## config.mk

```make
export PLATFORM = sky130hd
export DESIGN_NAME = fpu_add_round
export DESIGN_NICKNAME = d
export VERILOG_FILES = /design/src/rtl/fpu_pkg.sv /design/src/rtl/fpu_round_decide.sv /design/src/rtl/fpu_add_round.sv
export SDC_FILE = /design/constraint.sdc
export NUM_CORES = 1
export LEC_CHECK = 0
export CAP_MARGIN = 20
export CORE_MARGIN = 3
export CORE_UTILIZATION = 45
export DETAILED_ROUTE_END_ITERATION = 10
export PLACE_DENSITY = 0.68
export SYNTH_ARGS = -nofsm -noshare
export SYNTH_HDL_FRONTEND = slang
export SYNTH_SLANG_ARGS = --single-unit
export TNS_END_PERCENT = 1
```

## constraint.sdc

```tcl
create_clock -name clk -period 3 [get_ports clk]
set_input_delay 0.3 -clock clk [delete_from_list [all_inputs] [get_ports clk]]
set_output_delay 0.3 -clock clk [all_outputs]
set_load 0.02 [all_outputs]
```

## src/rtl/fpu_pkg.sv

```systemverilog
// Shared types and constants for the double-precision rounding/packing stages.
package fpu_pkg;

  localparam int EXP_W   = 11;
  localparam int FRAC_W  = 52;
  localparam int EXP_MAX = 2047;
  localparam int STAGES  = 3;

  typedef enum logic [1:0] {
    RNE = 2'b00,  // nearest, ties to even
    RTZ = 2'b01,  // toward zero
    RUP = 2'b10,  // toward +inf
    RDN = 2'b11   // toward -inf
  } rmode_e;

  localparam logic [EXP_W-1:0]  EXP_INF     = '1;
  localparam logic [EXP_W-1:0]  EXP_MAXFIN  = {{(EXP_W-1){1'b1}}, 1'b0};
  localparam logic [FRAC_W-1:0] FRAC_ZERO   = '0;
  localparam logic [FRAC_W-1:0] FRAC_MAXFIN = '1;
  localparam logic [EXP_W:0]    EXP_MAX12   = (EXP_W+1)'(EXP_MAX);

  // Stage 1 -> 2: captured operand plus the rounding decision.
  typedef struct packed {
    logic              sign;
    logic [FRAC_W:0]   m53;
    logic [EXP_W-1:0]  exp;
    rmode_e            rmode;
    logic              inc;
    logic              inexact_p;
    logic              special;
  } s1_t;

  // Stage 2 -> 3: rounded fraction with a widened exponent so overflow is visible.
  typedef struct packed {
    logic              sign;
    logic [FRAC_W-1:0] frac;
    logic [EXP_W:0]    exp12;
    rmode_e            rmode;
    logic              inexact_p;
    logic              special;
  } s2_t;

endpackage

```

## src/rtl/fpu_round_decide.sv

```systemverilog
// Round-up decision from mode, sign, result lsb, guard and sticky.
// Purely combinational so the mul/div rounders can share it.
module fpu_round_decide
  import fpu_pkg::*;
(
  input  rmode_e i_rmode,
  input  logic   i_sign,
  input  logic   i_lsb,
  input  logic   i_g,
  input  logic   i_s,
  output logic   o_inc
);

  // Select the increment rule for the active rounding mode.
  always_comb begin
    o_inc = 1'b0;
    unique case (i_rmode)
      RNE: o_inc = i_g & (i_s | i_lsb);
      RTZ: o_inc = 1'b0;
      RUP: o_inc = ~i_sign & (i_g | i_s);
      RDN: o_inc =  i_sign & (i_g | i_s);
      default: o_inc = 1'b0;
    endcase
  end

endmodule

```

## src/rtl/fpu_add_round.sv

```systemverilog
// Post-add rounding and packing: 3-stage pipeline (decide, increment, pack),
// every stage frozen while enable is low.
module fpu_add_round
  import fpu_pkg::*;
#(
  parameter int EXP_W  = fpu_pkg::EXP_W,
  parameter int FRAC_W = fpu_pkg::FRAC_W
) (
  input  logic                    clk,
  input  logic                    rst,
  input  logic                    enable,
  input  logic                    in_valid,
  input  logic [1:0]              rmode,
  input  logic                    sign,
  input  logic [FRAC_W+3:0]       sum_2,
  input  logic [EXP_W-1:0]        exponent_2,
  output logic [EXP_W+FRAC_W:0]   out,
  output logic                    out_valid,
  output logic                    overflow,
  output logic                    inexact
);

  logic [STAGES:1]          r_vld_pipe;
  s1_t                      r_s1, w_s1;
  s2_t                      r_s2, w_s2;
  logic [EXP_W+FRAC_W:0]    r_out, w_out;
  logic                     r_ovf, w_ovf;
  logic                     r_inx, w_inx;
  logic                     w_inc;
  logic [FRAC_W+1:0]        w_mr;
  logic                     w_to_inf;
  logic                     w_unused_msb;

  // sum_2[55] is always zero from the adder; it carries no information here.
  assign w_unused_msb = sum_2[FRAC_W+3];

  fpu_round_decide u_decide (
    .i_rmode (rmode_e'(rmode)),
    .i_sign  (sign),
    .i_lsb   (sum_2[2]),
    .i_g     (sum_2[1]),
    .i_s     (sum_2[0]),
    .o_inc   (w_inc)
  );

  // Stage 1: split the sum into mantissa/guard/sticky and decide rounding.
  always_comb begin
    w_s1           = '0;
    w_s1.sign      = sign;
    w_s1.m53       = sum_2[FRAC_W+2:2];
    w_s1.exp       = exponent_2;
    w_s1.rmode     = rmode_e'(rmode);
    w_s1.inc       = w_inc;
    w_s1.inexact_p = sum_2[1] | sum_2[0];
    w_s1.special   = (exponent_2 == EXP_INF);
  end

  // Stage 2: apply the increment, then fix up carry-out and denormal promotion.
  assign w_mr = {1'b0, r_s1.m53} + {{(FRAC_W+1){1'b0}}, r_s1.inc};

  always_comb begin
    w_s2           = '0;
    w_s2.sign      = r_s1.sign;
    w_s2.rmode     = r_s1.rmode;
    w_s2.inexact_p = r_s1.inexact_p;
    w_s2.special   = r_s1.special;
    w_s2.frac      = w_mr[FRAC_W-1:0];
    w_s2.exp12     = {1'b0, r_s1.exp};
    if (r_s1.special) begin
      // inf/NaN: keep the payload untouched, never round
      w_s2.frac  = r_s1.m53[FRAC_W-1:0];
      w_s2.exp12 = EXP_MAX12;
    end else if (w_mr[FRAC_W+1]) begin
      w_s2.frac  = w_mr[FRAC_W:1];
      w_s2.exp12 = {1'b0, r_s1.exp} + 1'b1;
    end else if (r_s1.exp == '0 && w_mr[FRAC_W]) begin
      // denormal rounded into the hidden bit becomes the smallest normal
      w_s2.exp12 = {{EXP_W{1'b0}}, 1'b1};
    end
  end

  // Stage 3: pack, saturating to inf or max-finite when the exponent overflows.
  assign w_to_inf = (r_s2.rmode == RNE) ||
                    (r_s2.rmode == RUP && !r_s2.sign) ||
                    (r_s2.rmode == RDN &&  r_s2.sign);

  always_comb begin
    w_ovf = 1'b0;
    w_inx = r_s2.inexact_p & ~r_s2.special;
    w_out = {r_s2.sign, r_s2.exp12[EXP_W-1:0], r_s2.frac};
    if (!r_s2.special && r_s2.exp12 >= EXP_MAX12) begin
      w_ovf = 1'b1;
      w_inx = 1'b1;
      w_out = w_to_inf ? {r_s2.sign, EXP_INF, FRAC_ZERO}
                       : {r_s2.sign, EXP_MAXFIN, FRAC_MAXFIN};
    end
  end

  // Pipeline registers; reset wins over enable and drops all in-flight data.
  always_ff @(posedge clk) begin
    if (rst) begin
      r_vld_pipe <= '0;
      r_s1       <= '0;
      r_s2       <= '0;
      r_out      <= '0;
      r_ovf      <= 1'b0;
      r_inx      <= 1'b0;
    end else if (enable) begin
      r_vld_pipe <= {r_vld_pipe[STAGES-1:1], in_valid};
      r_s1       <= w_s1;
      r_s2       <= w_s2;
      r_out      <= w_out;
      r_ovf      <= w_ovf;
      r_inx      <= w_inx;
    end
  end

  assign out       = r_out;
  assign out_valid = r_vld_pipe[STAGES];
  assign overflow  = r_ovf;
  assign inexact   = r_inx;

endmodule

```

==> results of run 1 <==
## stage by stage
| step | util | instances | hold slack, ns | setup slack (ns) | cell area, um2 |
|---|---|---|---|---|---|
| 6_report | 0.575 | 1469 | 0.234 | 0.205 | 11700 |
| 5_1_grt | 0.575 | 1469 | 0.265 | 0.00662 | 11700 |
| 4_1_cts | 0.575 | 1469 | 0.238 | 0.235 | 11700 |
| 3_5_place_dp | 0.539 | 1428 | 0.457 | 0.258 | 11000 |
| 3_3_place_gp | 0.539 | 1428 | 0.454 | 0.354 | 11000 |
| 2_1_floorplan | - | 1089 | 0.441 | 0.756 | 9410 |
## registers in the layout, indices dropped and copies added (netlist names)
| name | flops |
|---|---|
| overflow | 1 |
| r_s2 | 69 |
| r_s1 | 70 |
| out | 64 |
| inexact | 1 |
| r_vld_pipe | 3 |
## layout by cell type (no fill, tap or decap), types with 18 or more instances in the layout
| cell type | instances |
|---|---|
| nand2_1 | 29 |
| a311oi_1 | 21 |
| inv_1 | 18 |
| a21oi_1 | 92 |
| xor2_1 | 29 |
| buf_4 | 28 |
| clkbuf_16 | 23 |
| nor3_1 | 63 |
| dfxtp_1 | 208 |
| clkdlybuf4s50_1 | 137 |
| mux2i_1 | 78 |
| a22oi_1 | 27 |
| o21ai_0 | 32 |
| nor2_1 | 188 |
| nand3_1 | 26 |
| nand4_1 | 35 |
## worst max-delay path by stage
| stage | from | endpoint | slack [ns] | cells past startpoint |
|---|---|---|---|---|
| finish | r_s1[16]$_SDFFE_PP0P_ | r_s2[67]$_SDFFE_PP0P_ | 0.21 | 9 |
| detailed placement | r_s1[16]$_SDFFE_PP0P_ | r_s2[67]$_SDFFE_PP0P_ | 0.26 | 9 |
| floorplan | r_s1[16]$_SDFFE_PP0P_ | r_s2[60]$_SDFFE_PP0P_ | 0.76 | 8 |
| CTS | r_s1[16]$_SDFFE_PP0P_ | r_s2[67]$_SDFFE_PP0P_ | 0.23 | 9 |
| global route | r_s1[16]$_SDFFE_PP0P_ | r_s2[39]$_SDFFE_PP0P_ | 0.007 | 9 |
| global placement | r_s1[16]$_SDFFE_PP0P_ | r_s2[67]$_SDFFE_PP0P_ | 0.35 | 9 |
## layer usage
metal  vias up  routed length, um  share of wire  GRT usage
li1       4106                  -              -          -
met1      3975              11500           0.45      0.311
met2       255              11900           0.47      0.363
met3        44               1380          0.054     0.0316
met4         0                563          0.022     0.0521
met5         -                  0              0          0
## worst reg2reg max path: stages, from the launching register on
cell and delay [ns]:
dfxtp_1 0.36, ha_1 0.21, ha_1 0.23, and3_1 0.29, nand4_4 0.29, o41ai_1 0.43
o21ai_1 0.33, buf_4 0.32, nor2b_1 0.14, a311oi_1 0.06
## cell type report
| type | count | area [um2] | share of cell area |
|---|---|---|---|
| well taps | 270 | 338 | 0.0289 |
| flip-flops and latches | 208 | 4160 | 0.356 |
| multi-input cells | 763 | 4780 | 0.408 |
| clock inverters | 8 | 67.6 | 0.00577 |
| repair buffers | 168 | 1620 | 0.139 |
| clock buffers | 33 | 663 | 0.0566 |
| inverters | 19 | 71.3 | 0.00609 |
## logic make-up (layout without fill, tap and decap cells)
family / count (synthesis) / after routing / share of synthesized area
XOR/XNOR: 39 / 39 / 0.0363
flip-flops: 208 / 208 / 0.443
AO/OA/AOI/OAI: 223 / 223 / 0.156
buffers and inverters: 118 / 228 / 0.0517
multiplexers: 80 / 80 / 0.0854
adder cells (fa/ha/maj): 4 / 4 / 0.00532
AND/OR/NAND/NOR: 417 / 417 / 0.223
## power by group
group          switching, mW  internal [mW]  leakage [nW]
clock network           1.11           1.62         0.363
logic                  0.376          0.352          2.37
registers              0.139           2.91          1.71
==> results.json, run 1 <==
{
  "cts.reportedPaths.clkPinSlew_ns": 0.06,
  "final.setup_skew_ns": 0.00980,
  "critical_path.top_delay_family": "compound AO/OA/AOI/OAI gates",
  "cp_max_fo": 15,
  "syn2layout_area_growth_pct": 24.5,
  "grt_antenna_before_repair": 0,
  "drtIter0Drc": 622,
  "yosysSeqAreaShare": 0.443,
  "postSynthCellCount": 1089,
  "crit_buf_inv": 1,
  "synth_area_per_cell_um2": 8.64,
  "ys_top_cells_by_count": "dfxtp_1 (208), nor2_1 (189), a21oi_1 (92), mux2i_1 (78)",
  "slew_violations": 0,
  "synth-edff-count": 0,
  "gr-usage-all-layers": 0.222,
  "crit_slowest_cell": "o41ai_1",
  "nNetsFinal": 1261,
  "critPathCaptureType": "register",
  "synth_top_cell_by_area": "dfxtp_1",
  "crit-reg2reg-capture": "r_s2[67]$_SDFFE_PP0P_",
  "cts_tree": "done",
  "rsz0062_at_grt": "no",
  "syn_nets": 1167,
  "grt_max_degree": 82,
  "period_needed_ns": 2.79,
  "start_util": 0.462,
  "fill_cells": 1830,
  "synth.most_common_cell": "dfxtp_1",
  "tightestPinTransition_ns": 0.962,
  "place_congestion": 0.866,
  "max_stage_delay_ns": 0.43,
  "grt_pass1_vias": 8022,
  "drtPass1Iterations": 5,
  "p_per_area_nw_per_um2": 555,
  "numCtsBuffers": 23,
  "setup-violations-final": 0,
  "min_path_cells": 2,
  "final-hold-violation-count": 0,
  "fin_setup_tns_ns": 0,
  "clk_latency_ns": 0.51,
  "io_pins": 141,
  "path_class": "reg2reg",
  "diodes": 0,
  "hold_buffers": 0,
  "outcome": "finished clean",
  "yosysTopAreaCellShare": 0.443,
  "core_um2": 20400,
  "fin_crit_sh": 0.932,
  "cap_violations": 0,
  "ys_types": 55,
  "cts_buffer_depth": 3,
  "r2r_setup_slack_ns": 0.21,
  "r2r-start": "r_s1[16]$_SDFFE_PP0P_",
  "netlist_area_um2": 9410,
  "drt-vias-per-instance": 5.70,
  "via_count": 8380,
  "total_power_mw": 6.50,
  "async_reset_ff_frac": 0,
  "hold_path_class": "in2reg",
  "port-buffer-count": 139,
  "hp-start": "rst",
  "max_freq_mhz": 358,
  "cts_resized": 0,
  "cts.sinks": 208,
  "p_leak_nw": 4.45,
  "drc_errors": 0,
  "ys_warn_count": 0,
  "die_h_um": 151,
  "required_ns": 3.37,
  "drive_gt1_frac": 0.0759,
  "startpoint_type": "register",
  "antenna_left": 0,
  "htreeDepth": 1,
  "cts_root_buf": "clkbuf_16",
  "holdPathEnd": "r_s1[24]$_SDFFE_PP0P_",
  "grt_pass1_wl_um": 41500,
  "reg2reg_depth": 9,
  "yosys-top-cells-area": "dfxtp_1 (44%), mux2i_1 (8.3%), nor2_1 (7.5%)",
  "path_cells": "ha_1 -> ha_1 -> and3_1 -> nand4_4 -> o41ai_1 -> o21ai_1 -> buf_4 -> nor2b_1 -> a311oi_1",
  "synth-main-ff-cell": "dfxtp_1",
  "die_w_um": 151,
  "ys_ff_latch": 208,
  "wl_per_cell_um": 17.3,
  "place_hpwl_um": 16700,
  "rows": 52,
  "critical_path.most_common_cell": "ha_1",
  "peakVddDrop_mv": 0.372,
  "post_cts_buffers": 0,
  "grt_overflow": 0,
  "routed_wl_um": 25400,
  "dieArea_um2": 22700,
  "slew_headroom": 0.358,
  "cp.arrival_ns": 3.16
}
(Power assumes the default switching activity.)
==> run 2: changes to the inputs <==
--- a/config.mk
+++ b/config.mk
@@ -9,7 +9,7 @@
 export CORE_MARGIN = 3
 export CORE_UTILIZATION = 45
 export DETAILED_ROUTE_END_ITERATION = 10
-export PLACE_DENSITY = 0.68
+export PLACE_DENSITY = 0.71
 export SYNTH_ARGS = -nofsm -noshare
 export SYNTH_HDL_FRONTEND = slang
 export SYNTH_SLANG_ARGS = --single-unit
==> constraint.sdc (replaced) <==
create_clock -name clk -period 2.25 [get_ports clk]
set_input_delay 0.225 -clock clk [delete_from_list [all_inputs] [get_ports clk]]
set_output_delay 0.225 -clock clk [all_outputs]
set_load 0.02 [all_outputs]
==> run 2 against run 1 <==
Net effect: cell count grew 5.9%; clock skew increased by 0.014 ns; clock power is 29% higher; via count rose by 5.7%; sequential share of layout area shrank 2.4 points; non-clock buffer count up 91; utilization rose by 4.4 points; highest routed layer unchanged; die area unchanged; critical path depth down 3; power grew 33%; the run now ends with negative setup slack left.
==> results.json, run 2 (same netlist as run 1, synthesis figures left out) <==
{
  "p_per_area_nw_per_um2": 686,
  "gr-usage-all-layers": 0.226,
  "max_freq_mhz": 439,
  "cts_root_buf": "clkbuf_16",
  "grt_max_degree": 93,
  "place_hpwl_um": 17900,
  "post-route-util": 0.618,
  "drc_errors": 0,
  "r2r-start": "r_s1[52]$_SDFFE_PP0P_",
  "final_cell_area_um2": 12600,
  "cts_buffer_depth": 3,
  "required_ns": 2.59,
  "critPathCaptureType": "register",
  "cp_max_fo": 3,
  "outcome": "finished, violations left",
  "total_power_mw": 8.64,
  "numCtsBuffers": 22,
  "wl_per_cell_um": 17.3,
  "startpoint_type": "register",
  "r2r_setup_slack_ns": -0.03,
  "syn2layout_area_growth_pct": 33.9,
  "regMostFlops": "r_s1",
  "hold_path_class": "in2reg",
  "drtIter0Drc": 786,
  "dpl-instance-area_um2": 11600,
  "dp_slack_ns": -0.0719,
  "hp-start": "enable",
  "violations": "negative setup slack",
  "final-hold-violation-count": 0,
  "nNetsFinal": 1351,
  "fin_crit_sh": 1.01,
  "grt_antenna_before_repair": 0,
  "setup-violations-final": 2,
  "rsz0062_at_grt": "yes",
  "antenna_left": 0,
  "largest_reg_flops": 70,
  "slew_violations": 0,
  "min_path_cells": 3,
  "htreeDepth": 1,
  "drt-vias-per-instance": 5.69,
  "finalNonFillerCells": 1556,
  "diodes": 0,
  "grt_pass1_vias": 8301,
  "multi_input_area_um2": 4900,
  "cts_tree": "done",
  "layout_commonest_cell": "dfxtp_1",
  "io_pins": 141,
  "dp.cells": 1506,
  "grt_pass1_wl_um": 42200,
  "cp.arrival_ns": 2.62,
  "die_w_um": 151,
  "core_um2": 20400,
  "clk_latency_ns": 0.50,
  "reg2reg_depth": 6,
  "drtPass1Iterations": 8,
  "cts.sinks": 208,
  "die_h_um": 151,
  "tightestPinTransition_ns": 0.737,
  "hold_buffers": 0,
  "slew_headroom": 0.509,
  "cts.reportedPaths.clkPinSlew_ns": 0.06,
  "period_needed_ns": 2.28,
  "grt_overflow": 0,
  "whs_ns": 0.0659,
  "holdPathEnd": "out[49]$_SDFFE_PP0P_",
  "fin_setup_tns_ns": -0.0380,
  "start_util": 0.462,
  "dieArea_um2": 22700,
  "peakVddDrop_mv": 0.526,
  "port-buffer-count": 139,
  "via_count": 8854,
  "fill_cells": 1766,
  "p_leak_nw": 4.98,
  "ff_latch_area_um2": 4170,
  "layout_common_cells": "dfxtp_1 (202), nor2_1 (187), clkdlybuf4s50_1 (137)",
  "setup_slack_ns": -0.0256,
  "path_class": "reg2reg",
  "cap_violations": 0,
  "rows": 52,
  "drive_gt1_frac": 0.159,
  "routed_wl_um": 26900,
  "final.setup_skew_ns": 0.0233,
  "crit-reg2reg-capture": "r_s2[60]$_SDFFE_PP0P_",
  "place_congestion": 0.929
}
[run 2: cell count changes in the layout (fill, tap and decap cells not counted), moves of 3 or more]
| cell | change |
|---|---|
| dfxtp_2 | +6 |
| buf_4 | +81 |
| buf_12 | +5 |
| nor4_1 | -5 |
| o21ai_1 | +4 |
| clkinv_2 | -4 |
| o21ai_0 | -5 |
| dfxtp_1 | -6 |
| nor4_4 | +3 |
| buf_6 | +3 |
[run 2: worst max path at each step]
stage                     startpoint                    end  slack [ns]  cells past startpoint
6_report       r_s1[52]$_SDFFE_PP0P_  r_s2[60]$_SDFFE_PP0P_       -0.03                      6
5_1_grt         r_s1[2]$_SDFFE_PP0P_  r_s2[62]$_SDFFE_PP0P_       -0.15                      9
4_1_cts         r_s1[2]$_SDFFE_PP0P_  r_s2[62]$_SDFFE_PP0P_       -0.04                      8
3_5_place_dp    r_s1[2]$_SDFFE_PP0P_  r_s2[62]$_SDFFE_PP0P_       -0.07                      9
3_3_place_gp    r_s1[2]$_SDFFE_PP0P_  r_s2[60]$_SDFFE_PP0P_       -0.03                      8
2_1_floorplan  r_s1[16]$_SDFFE_PP0P_  r_s2[60]$_SDFFE_PP0P_       0.006                      8
[run 2: final cells by class]
type	instances	share of cell area
Clock buffer	34	0.0545
Clock inverter	3	0.00139
Inverter	19	0.00566
Multi-Input combinational cell	763	0.389
Sequential cell	208	0.331
Tap cell	270	0.0268
Timing Repair Buffer	259	0.191
[run 2: repair_timing]
action	CTS	global route
pin swaps	3	20
endpoints found under the hold margin	0	0
setup buffers	4	8
gates resized for setup	7	34
endpoints found under the setup margin	20	62
cloned	0	1
[run 2: critical path: stages, from the launching register on]
cell	delay, ns
dfxtp_2	0.33
nand4_1	0.19
or4_4	0.61
nor4_4	0.36
mux2_4	0.33
a221oi_2	0.23
nor3_1	0.07
[run 2: power breakdown]
part / switching [mW] / leakage [nW] / total [mW] / internal (mW)
logic: 0.577 / 2.92 / 1.12 / 0.544
clock network: 1.42 / 0.346 / 3.50 / 2.08
registers: 0.132 / 1.71 / 4.02 / 3.88
[run 2: layer usage]
| layer | GRT usage | share of wire | vias up |
|---|---|---|---|
| met3 | 0.0355 | 0.065 | 42 |
| li1 | - | - | 4287 |
| met5 | 0 | 0 | - |
| met1 | 0.308 | 0.44 | 4218 |
| met4 | 0.0621 | 0.020 | 0 |
| met2 | 0.374 | 0.47 | 307 |
==> run 3: changes to the inputs <==
--- a/config.mk
+++ b/config.mk
@@ -6,10 +6,11 @@
 export NUM_CORES = 1
 export LEC_CHECK = 0
 export CAP_MARGIN = 20
-export CORE_MARGIN = 3
+export CORE_MARGIN = 5
 export CORE_UTILIZATION = 45
 export DETAILED_ROUTE_END_ITERATION = 10
 export PLACE_DENSITY = 0.71
+export SETUP_SLACK_MARGIN = 0.1
 export SYNTH_ARGS = -nofsm -noshare
 export SYNTH_HDL_FRONTEND = slang
 export SYNTH_SLANG_ARGS = --single-unit
==> run 3 against run 2 <==
Net effect: the flow now finishes without violations; count of clock-buffer cells in the layout is 4 lower; global-route usage is 0.97 points lower; clock skew is 0.014 ns lower; critical path type unchanged; critical endpoint unchanged; highest routed layer unchanged.
==> results.json, run 3 (same netlist as run 1, synthesis figures left out) <==
{
  "outcome": "finished clean",
  "cts.reportedPaths.clkPinSlew_ns": 0.06,
  "met3_usage": 0.0310,
  "final_cell_area_um2": 12600,
  "grt_overflow": 0,
  "rows": 52,
  "cts_tree": "done",
  "place_congestion": 0.893,
  "max_stage_delay_ns": 0.36,
  "busiest_layer": "met2",
  "diodes": 0,
  "nNetsFinal": 1349,
  "r2r_setup_slack_ns": 0.003,
  "drtIter0Drc": 773,
  "drive_gt1_frac": 0.160,
  "peakVddDrop_mv": 0.505,
  "p_leak_nw": 4.97,
  "die_h_um": 155,
  "core_um2": 20400,
  "start_util": 0.460,
  "crit_buf_inv": 1,
  "final.setup_skew_ns": 0.00907,
  "post-route-util": 0.619,
  "largest_reg_flops": 70,
  "total_power_mw": 8.99,
  "cap_violations": 0,
  "numCtsBuffers": 23,
  "drc_errors": 0,
  "critical_path.most_common_cell": "ha_4",
  "dieArea_um2": 23900,
  "cp.arrival_ns": 2.62,
  "tightestPinTransition_ns": 0.648,
  "layout_commonest_cell": "dfxtp_1",
  "fin_setup_tns_ns": 0,
  "final-hold-violation-count": 0,
  "syn2layout_area_growth_pct": 34.4,
  "gr-usage-all-layers": 0.216,
  "path_cells": "ha_4 -> ha_4 -> and3_4 -> nand4_4 -> buf_6 -> nor4_4 -> mux2_4 -> a221oi_2 -> nor3_1",
  "critPathCaptureType": "register",
  "met1_usage": 0.298,
  "drt-vias-per-instance": 5.65,
  "io_pins": 141,
  "grt_antenna_before_repair": 0,
  "path_class": "reg2reg",
  "use_met2": 0.355,
  "regMostFlops": "r_s1",
  "antenna_left": 0,
  "cts_buffer_depth": 3,
  "p_per_area_nw_per_um2": 711,
  "slew_headroom": 0.568,
  "die_w_um": 155,
  "port-buffer-count": 139,
  "cts_root_buf": "clkbuf_16",
  "grt_max_degree": 116,
  "clk_latency_ns": 0.50,
  "required_ns": 2.62,
  "via_count": 8786,
  "layout_common_cells": "dfxtp_1 (203), nor2_1 (187), clkdlybuf4s50_1 (137)",
  "setup-violations-final": 0,
  "htreeDepth": 1,
  "max_freq_mhz": 445,
  "cts.sinks": 208,
  "dpl-instance-area_um2": 11600,
  "grt_pass1_vias": 8403,
  "hold_buffers": 0,
  "fin_crit_sh": 0.999,
  "place_hpwl_um": 18200,
  "routed_wl_um": 26800,
  "grt_pass1_wl_um": 43400,
  "rsz0062_at_grt": "yes",
  "crit_slowest_cell": "dfxtp_2",
  "critical_path.top_delay_family": "simple AND/OR/NAND/NOR gates",
  "hold_path_class": "in2reg",
  "startpoint_type": "register",
  "wl_per_cell_um": 17.2,
  "cp_max_fo": 4,
  "slew_violations": 0,
  "period_needed_ns": 2.25,
  "drtPass1Iterations": 6
}
[run 3: area by class of cell]
type / instances / area (um2)
clock buffer: 30 / 642
timing repair buffer: 256 / 2360
clock inverter: 9 / 131
sequential: 208 / 4170
multi-input combinational: 763 / 4930
tap: 270 / 338
fill: 1754 / 7790
inverter: 19 / 71.3
[run 3: path summary, 6_finish.rpt]
check | startpoint | endpoint | depth (start not counted)
worst max-delay path | r_s1[16]$_SDFFE_PP0P_ | r_s2[60]$_SDFFE_PP0P_ | 9
worst min-delay path | enable | r_s1[1]$_SDFFE_PP0P_ | 2
worst max register to register | r_s1[16]$_SDFFE_PP0P_ | r_s2[60]$_SDFFE_PP0P_ | 9
worst min register to register | out[38]$_SDFFE_PP0P_ | out[38]$_SDFFE_PP0P_ | 2
[run 3: power by group]
group | internal (mW) | switching [mW] | total (mW)
clock | 2.35 | 1.50 | 3.85
sequential | 3.88 | 0.128 | 4.01
combinational | 0.548 | 0.587 | 1.13
total | 6.78 | 2.21 | 8.99
[run 3: through the flow]
step           instances  setup slack (ns)  hold WS, ns
2_1_floorplan       1089            0.0763        0.372
3_3_place_gp        1508           -0.0604        0.450
3_5_place_dp        1508            -0.116        0.464
4_1_cts             1555            0.0170       0.0834
5_1_grt             1555           -0.0688        0.108
6_report            1555           0.00259       0.0984
[run 3: routing by layer]
| metal | vias up | wire [um] |
|---|---|---|
| li1 | 4280 | - |
| met1 | 4170 | 12100 |
| met2 | 294 | 12500 |
| met3 | 42 | 1550 |
| met4 | 0 | 624 |
| met5 | - | 0 |
[run 3: what timing repair did]
action	CTS	global route
pin swaps	4	7
setup endpoints to repair	57	60
setup buffers	8	0
gates resized for setup	19	20
